<file path="config.mk">
export PLATFORM = sky130hd
export DESIGN_NAME = mux_tt_sequencer
export DESIGN_NICKNAME = d
export VERILOG_FILES = /design/src/rtl/mux_tt_seq_pkg.sv /design/src/rtl/tt_settle_timer.sv /design/src/rtl/mux_tt_sequencer.sv
export SDC_FILE = /design/constraint.sdc
export NUM_CORES = 1
export LEC_CHECK = 0
export ABC_AREA = 1
export CAP_MARGIN = 20
export CORE_ASPECT_RATIO = 1.4
export CORE_MARGIN = 5
export CORE_UTILIZATION = 38
export DETAILED_ROUTE_END_ITERATION = 6
export GPL_TIMING_DRIVEN = 0
export HOLD_SLACK_MARGIN = 0.03
export PLACE_DENSITY = 0.63
export SYNTH_ARGS = -nofsm -noshare
export SYNTH_HDL_FRONTEND = slang
export SYNTH_SLANG_ARGS = --single-unit
</file>
<file path="constraint.sdc">
create_clock -name clk -period 1.9 [get_ports clk]
set_input_delay 0.38 -clock clk [delete_from_list [all_inputs] [get_ports clk]]
set_output_delay 0.38 -clock clk [all_outputs]
set_load 0.05 [all_outputs]
</file>
<file path="src/rtl/mux_tt_seq_pkg.sv">
// mux_tt_seq_pkg
//   Shared types and constants for the mux_a_not_a truth-table sequencer.
//   tt_state_t : sequencer FSM states
//   N_VEC      : number of input vectors swept ({a,c} combinations)
//   IDX_W      : width of the vector index
//   EXP_XOR    : expected y table for y = c ? ~a : a, indexed by {a,c}
package mux_tt_seq_pkg;

    typedef enum logic [1:0] {
        IDLE   = 2'd0,
        DRIVE  = 2'd1,
        RESULT = 2'd2,
        FIN    = 2'd3
    } tt_state_t;

    localparam int unsigned      N_VEC   = 4;
    localparam int unsigned      IDX_W   = 2;
    localparam logic [N_VEC-1:0] EXP_XOR = 4'b0110;

endpackage

</file>
<file path="src/rtl/tt_settle_timer.sv">
// tt_settle_timer
//   4-bit settle counter used to hold each mux vector before sampling y.
//   Parameters:
//     SETTLE  : hold length in cycles (1..15)
//   Ports:
//     clk     in  : clock, rising edge
//     rst     in  : synchronous active-high reset
//     clr     in  : clear counter to 0 (wins over en)
//     en      in  : increment counter
//     expired out : count == SETTLE-1
module tt_settle_timer #(
    parameter int unsigned SETTLE = 1
) (
    input  logic clk,
    input  logic rst,
    input  logic clr,
    input  logic en,
    output logic expired
);

    logic [3:0] cnt_q;
    logic [3:0] cnt_d;

    always_comb begin
        cnt_d = cnt_q;
        if (clr) begin
            cnt_d = '0;
        end else if (en) begin
            cnt_d = cnt_q + 4'd1;
        end
    end

    always_ff @(posedge clk) begin
        if (rst) begin
            cnt_q <= '0;
        end else begin
            cnt_q <= cnt_d;
        end
    end

    assign expired = (cnt_q == 4'(SETTLE - 1));

endmodule

</file>
<file path="src/rtl/mux_tt_sequencer.sv">
// mux_tt_sequencer
//   Clocked stimulus/checker for the mux_a_not_a cell (y = c ? ~a : a).
//   Sweeps {a,c} over 0..3, holds each vector SETTLE cycles, samples y_i,
//   compares it to EXP_TABLE[{a,c}] and presents each result on a
//   valid/ready handshake while accumulating a mismatch count.
//   Build option: define MUX_TT_SEQ_ABORT_EN to end the sweep at the first
//   mismatching result instead of sweeping all four vectors.
//   Parameters:
//     SETTLE    : cycles each vector is held before sampling (1..15)
//     EXP_TABLE : expected y indexed by {a,c}
//   Ports:
//     clk       in  : clock, rising edge
//     rst       in  : synchronous active-high reset
//     start     in  : begin a sweep (sampled in IDLE only)
//     a_o, c_o  out : mux inputs a and c
//     y_i       in  : mux output y (combinational from a_o/c_o)
//     res_valid out : result presented
//     res_ready in  : consumer accepts result
//     res_idx   out : {a,c} of presented result
//     res_y     out : sampled y
//     res_ok    out : res_y matches EXP_TABLE[res_idx]
//     busy      out : not IDLE
//     done      out : one-cycle pulse at sweep end
//     err_count out : mismatches in current/last sweep (saturates at 4)
//     pass      out : err_count == 0
module mux_tt_sequencer
    import mux_tt_seq_pkg::*;
#(
    parameter int unsigned      SETTLE    = 1,
    parameter logic [N_VEC-1:0] EXP_TABLE = EXP_XOR
) (
    input  logic             clk,
    input  logic             rst,
    input  logic             start,
    output logic             a_o,
    output logic             c_o,
    input  logic             y_i,
    output logic             res_valid,
    input  logic             res_ready,
    output logic [IDX_W-1:0] res_idx,
    output logic             res_y,
    output logic             res_ok,
    output logic             busy,
    output logic             done,
    output logic [2:0]       err_count,
    output logic             pass
);

    localparam logic [IDX_W-1:0] LAST_IDX = IDX_W'(N_VEC - 1);
    localparam logic [2:0]       ERR_MAX  = 3'(N_VEC);

    tt_state_t        state_q, state_d;
    logic [IDX_W-1:0] idx_q, idx_d;
    logic [IDX_W-1:0] res_idx_q, res_idx_d;
    logic             res_y_q, res_y_d;
    logic             res_ok_q, res_ok_d;
    logic [2:0]       err_q, err_d;

    logic tmr_clr;
    logic tmr_en;
    logic tmr_expired;
    logic last_vec;
    logic driving;

    tt_settle_timer #(
        .SETTLE(SETTLE)
    ) u_timer (
        .clk    (clk),
        .rst    (rst),
        .clr    (tmr_clr),
        .en     (tmr_en),
        .expired(tmr_expired)
    );

    // Sweep ends after the last vector, or at the first mismatch when aborting.
`ifdef MUX_TT_SEQ_ABORT_EN
    assign last_vec = (idx_q == LAST_IDX) || !res_ok_q;
`else
    assign last_vec = (idx_q == LAST_IDX);
`endif

    always_comb begin
        state_d   = state_q;
        idx_d     = idx_q;
        res_idx_d = res_idx_q;
        res_y_d   = res_y_q;
        res_ok_d  = res_ok_q;
        err_d     = err_q;
        tmr_clr   = 1'b1;
        tmr_en    = 1'b0;

        case (state_q)
            IDLE: begin
                if (start) begin
                    state_d = DRIVE;
                    idx_d   = '0;
                    err_d   = '0;
                end
            end

            DRIVE: begin
                // Counter runs only here and is cleared as it expires, so it
                // is already 0 when the next vector starts.
                tmr_en  = 1'b1;
                tmr_clr = tmr_expired;
                if (tmr_expired) begin
                    res_y_d   = y_i;
                    res_idx_d = idx_q;
                    res_ok_d  = (y_i == EXP_TABLE[idx_q]);
                    state_d   = RESULT;
                end
            end

            RESULT: begin
                if (res_ready) begin
                    if (!res_ok_q && (err_q < ERR_MAX)) begin
                        err_d = err_q + 3'd1;
                    end
                    if (last_vec) begin
                        state_d = FIN;
                    end else begin
                        idx_d   = idx_q + IDX_W'(1);
                        state_d = DRIVE;
                    end
                end
            end

            FIN: begin
                state_d = IDLE;
            end

            default: begin
                state_d = IDLE;
            end
        endcase
    end

    always_ff @(posedge clk) begin
        if (rst) begin
            state_q   <= IDLE;
            idx_q     <= '0;
            res_idx_q <= '0;
            res_y_q   <= 1'b0;
            res_ok_q  <= 1'b0;
            err_q     <= '0;
        end else begin
            state_q   <= state_d;
            idx_q     <= idx_d;
            res_idx_q <= res_idx_d;
            res_y_q   <= res_y_d;
            res_ok_q  <= res_ok_d;
            err_q     <= err_d;
        end
    end

    // Mux inputs are parked at 0 outside an active vector.
    assign driving   = (state_q == DRIVE) || (state_q == RESULT);
    assign a_o       = driving & idx_q[1];
    assign c_o       = driving & idx_q[0];

    assign res_valid = (state_q == RESULT);
    assign res_idx   = res_idx_q;
    assign res_y     = res_y_q;
    assign res_ok    = res_ok_q;
    assign busy      = (state_q != IDLE);
    assign done      = (state_q == FIN);
    assign err_count = err_q;
    assign pass      = (err_q == 3'd0);

endmodule

</file>
# == After elaboration in Yosys (flattened, before gate mapping) ==
# Index checks and enable logic that the tools add are counted.
# word_totals
register_bits,15
latchBits,0
mem_bits_rw,0
romBits,0
input_bits,5
out_inout_bits,13
mem_count,0
# classes
n_addsub,3
multipliers,0
n_div,0
order_cmp,2
n_eq_ne,10
shifts,0
muxes,17
bitwise_logic,2
reduce_logical,13
# op_table
op,n
2-bit 2-to-1 mux,7
3-bit 2-to-1 mux,3
2-bit case mux with 4 select lines,1
4-bit AND reduction,2
2-bit == test (second input constant),3
2-bit != test (second input constant),3
3-bit case mux with 2 select lines,1
4-bit by 1-bit adder with 4-bit output (second input constant),1
4-bit zero test,1
2-bit by 1-bit != test with 1-bit output (second input constant),2
2-bit case mux with 2 select lines,1
2-bit nonzero test,2
3-bit by 1-bit adder with 3-bit output (second input constant),1
3-bit zero test,1
2-bit by 3-bit less-than comparator with 1-bit output (second input constant),1
3-bit less-than comparator (second input constant),1
1-bit 2-to-1 mux,3
3-bit AND reduction,1
2-bit by 1-bit adder with 2-bit output (second input constant),1
1-bit bitwise AND,2
1-bit binary-select mux with 2-bit select,1
2-bit by 1-bit == test with 1-bit output (second input constant),1
2-bit zero test,1
2-bit AND reduction,1
5 further kinds,5

# == Longest topological paths before layout ==
# logic_depth
word_depth,5
ltp_mapped,10

# == Cells and area by module ==
# Synthesis repeated with hierarchy kept, for this count alone.
# hier_totals
hier_cells,129
hier_area_um2,917.1
# by_module_without_submodules
mod,n_inst,cells_each,area_per_inst_um2,seq_area_each_um2
mux_tt_sequencer,1,103,723.2,220.2
tt_settle_timer,1,26,193.9,80.1

# == Worst setup path after synthesis ==
# Ideal clock, no wire load.
# synth_path
path_type,register -> output
startpoint,"register err_q[0], in the netlist err_count[0]"
endpoint,output pass
t_arrival_ns,1.434
required_time_ns,1.520
path_slack_ns,0.086
stages_incl_launch_ff,5
n_path_buf,0
cell_sequence,dfxtp_1 -> inv_1 -> ha_1 -> inv_1 -> nor2_1
# synth_via
elab_chain_len,1
# synth_rtl
item,line,text
from (decl),mux_tt_sequencer.sv:57,"logic [2:0] err_q, err_d;"
from (signal assigned),mux_tt_sequencer.sv:152,err_q <= err_d;
3-bit zero test,mux_tt_sequencer.sv:168,assign pass = (err_q == 3'd0);
to (decl),mux_tt_sequencer.sv:46,output logic pass
# No other way between the ends.

# == Final worst setup path ==
# layout_path
startpoint,register state_q[0]
endpoint,output res_valid
# layout_via
elab_chain_len,1
# layout_rtl
item,line,text
from (decl),mux_tt_sequencer.sv:52,"tt_state_t state_q, state_d;"
from (signal assigned),mux_tt_sequencer.sv:147,state_q <= state_d;
2-bit == test,mux_tt_sequencer.sv:161,assign res_valid = (state_q == RESULT);
to (decl),mux_tt_sequencer.sv:38,"output logic res_valid,"
# No other way between the ends.

==> results list <==
- STA classifies the critical path endpoint as a primary output.
* Post CTS Setup Buffer Count: 0
- For this run, the post-layout net count is 159.
- In this run the critical register-to-register path is launched from state_q[0].
- Seq/Total Area, Yosys: 33.4%
* Global-route wire length before repair: 2.79 mm
- Worst slew margin relative to its limit: 66.3%
- Min Hold Slack: 0.447 ns
- Critical path's largest stage delay: 0.53 ns
- Counting flops and latches in the post-synthesis netlist gives 15.
- The clock net in this run drives a total of 15 sinks.
- 1st-iter DRT viols: 4
- Synthesis produced a netlist with a net count of 137.
- Die Span Y: 67.5 microns
* Area used by multi-input combinational logic: 492 sq um
- After floorplanning, the core was sized to cover 2230 sq um.
* Fin crit period: 1.82 ns
- Commonest cells post-synth: 24 x sky130_fd_sc_hd__nand2_1, 21 x sky130_fd_sc_hd__inv_1, 15 x sky130_fd_sc_hd__dfxtp_1
- Placement Rows: 20
* Run status: completed
* Main area contributors after synthesis: sky130_fd_sc_hd__dfxtp_1 33%, sky130_fd_sc_hd__ha_1 13%, sky130_fd_sc_hd__nand2_1 10%, sky130_fd_sc_hd__inv_1 8.8%, sky130_fd_sc_hd__nor2_1 4.6%
- Number of antenna cells inserted: 0
- Setup repair after global routing missed its margin: no
- After detailed routing, the number of remaining DRC violations is 0.
* Cts hold-fix bufs: 0
* FF-to-FF End: err_count[1]
- Gates resized during post-CTS repair numbered 17.
- For this configuration, the core starts out at a cell density of 40.3%.
- Clock tree synthesis selected as its root buffer the cell sky130_fd_sc_hd__clkbuf_4.
- Dividing total power by cell area gives a power density of 1120 nW/um^2.
- Number of fill cells in the layout: 234
- In the finished design, the share of the clock period the worst path needs comes to 95.9%.
- Routability-driven placement finished with a final weighted congestion of 0.721.
* Number of global-route vias before repair: 715
- After global routing the overflow that remains totals 0.
* Hold path depth: 2
* Pins over their slew limit: 0
* Hold Fails Final Rpt: 0
* Post-synth EDFFs: 0
- In this run, CTS created clock tree buffers numbering 3.
* Min-Delay Path Class: reg -> reg
- Critical Path RT: 1.52 ns
- The worst hold path terminates at res_idx[0].
- Final HPWL from detailed placement: 1.30 mm
- Synthesis instantiated 22 different standard cells from the library.
- The initial antenna violation count is 0.
* Share of async-settable or async-resettable flops after synthesis: 0%
- Worst vdd rail ir drop: 0.417 mV
- After technology mapping, the gate count stands at 123.
- Of all nets on the critical path, the largest fanout is 5.
- Number of antenna-violating nets in the routed design: 0
* Ratio of cells with drive above 1 in the final layout: 17.4%
* Largest buffer count on any clock path: 2
* Via density: 4.70
- For the pin with the worst max-slew slack, the measured transition is 0.505 ns.
- Critical path arrival: 1.44 ns
- Yosys instantiated no cell more often than sky130_fd_sc_hd__nand2_1.
- Summed over all instances, the cell type with the most area after synthesis is sky130_fd_sc_hd__dfxtp_1.
* Maximum number of pins on one net before global-route repair: 11
* Reg-to-reg setup timing slack: 0.43 ns
- Hold path start: res_idx[0]
- The analysis attributes to cell leakage a power of 0.573 nW.
- For this run, the top clock speed supported by timing is 549 MHz.
- In this run the number of H-tree levels came out at 1.
* DRT Pass-1 Iters: 2
* Floorplan die area: 3450 sq um
- The worst setup path is launched from a flop.
- During I/O placement, the number of pins put on the boundary was 18.
- Mean post-synth cell area: 7.30 sq um
- Average wire per cell in the routed design: 9.89 microns
- For this run, the total global-route usage over all layers was measured as 10.5%.
* Placed cells: 162
- IO buf count: 17
- The setup path with the least slack is of type reg -> out.
* Finished Layout Cells: 166
* WL final: 1.64 mm
- The die is 51.1 microns wide.
- Critical-path cell list: inv_1 > ha_1 > dlygate4sd2_1
- The most used flip-flop cell after synthesis is sky130_fd_sc_hd__dfxtp_1.
* Max capacitance violation total: 0
- Fraction of post-synthesis cell area in the top cell type by area: 33.4%
* Area growth from synthesis to layout: 23.8%
* Clk pin slew, worst setup/hold paths: 0.09 ns
* Cell with the largest stage delay on the worst path: sky130_fd_sc_hd__dlygate4sd2_1
- TritonCTS clock tree: built
- FF/Latch Area: 300 sq um
* Setup violation total in the final timing report: 0
* Clock Latency Late Sink: 0.28 ns
* Depth of the worst register-to-register path: 9
- During synthesis, Yosys emitted a total of 0 warnings.
* Overall via count from detail_route: 781
* Setup skew after layout: 0.00330 ns
- Synthesized area: 898 sq um
-- registers in the layout, summed over array words and instances (netlist names) --
register,flops
u_timer.cnt_q,4
res_idx,2
err_count,3
res_ok,1
res_y,1
state_q,2
idx_q,2
-- worst max-delay path by stage --
stage | start | to | slack (ns)
2_1_floorplan | err_count[0] | pass | 0.09
3_5_place_dp | state_q[1] | a_o | -0.16
3_3_place_gp | state_q[0] | c_o | -0.16
5_1_grt | state_q[0] | res_valid | 0.01
4_1_cts | err_count[1] | err_count[1] | 0.01
6_report | state_q[0] | res_valid | 0.08
-- report_power, final --
group / internal (mW) / total (mW) / switching [mW]
registers: 0.366 / 0.413 / 0.0468
logic: 0.215 / 0.653 / 0.438
clock network: 0.0780 / 0.183 / 0.105
total: 0.659 / 1.25 / 0.590
-- kinds of logic (layout without fill, tap and decap cells) --
kind of cell	count (synthesis)	count (layout)	share of synthesized area, %
fa+ha+maj	9	9	12.5
flops	15	15	33.4
xor+xnor	2	2	1.95
compound gates	14	14	7.80
simple gates	57	57	32.5
buf+inv	26	47	11.8
-- cells in the final DEF (no fill, tap or decap), types with 2 or more instances in the layout --
cell type	n
sky130_fd_sc_hd__nor2_4	2
sky130_fd_sc_hd__dlymetal6s2s_1	3
sky130_fd_sc_hd__inv_2	2
sky130_fd_sc_hd__buf_2	2
sky130_fd_sc_hd__ha_1	9
sky130_fd_sc_hd__nand2_1	24
sky130_fd_sc_hd__nand2_4	2
sky130_fd_sc_hd__o21ai_1	2
sky130_fd_sc_hd__dlygate4sd2_1	3
sky130_fd_sc_hd__nor2_1	11
sky130_fd_sc_hd__inv_1	21
sky130_fd_sc_hd__clkbuf_4	5
sky130_fd_sc_hd__o21ai_0	4
sky130_fd_sc_hd__clkdlybuf4s50_1	7
sky130_fd_sc_hd__nand3_1	8
sky130_fd_sc_hd__a21oi_1	8
sky130_fd_sc_hd__dfxtp_1	15
sky130_fd_sc_hd__nor2_2	4
sky130_fd_sc_hd__nand2_2	3
-- cell type report --
type,instances,area share (%)
Multi-Input combinational cell,82,44.2
Sequential cell,15,27.0
Timing Repair Buffer,17,14.3
Inverter,24,8.10
Tap cell,22,2.47
Clock buffer,3,2.02
Buffer,2,1.46
Clock inverter,1,0.450
-- per-layer routing --
metal | vias up | track usage [%] | wire, microns
met2 | 8 | 18.5 | 850
li1 | 418 | - | -
met4 | 0 | 4.71 | 9
met5 | - | 0 | 0
met3 | 2 | 2.65 | 52
met1 | 353 | 11.8 | 730
-- critical path: cells and delay by family (launching register included) --
family | cells | cell delay (ns)
buf+inv | 2 | 0.62
flops | 1 | 0.36
fa+ha+maj | 1 | 0.18
-- stage by stage --
step                      utilization, %  TNS, ns  power, mW  instance area (sq um)  worst slack, ns
after floorplan                        -        0      0.928                    898           0.0864
after global placement              49.2   -0.376       1.10                   1100           -0.161
after detailed placement            49.2   -0.380       1.10                   1100           -0.159
after CTS                           49.8        0       1.27                   1110           0.0106
after global routing                49.9        0       1.35                   1110           0.0112
final                               49.9        0       1.25                   1110           0.0785
(Power assumes the default switching activity.)
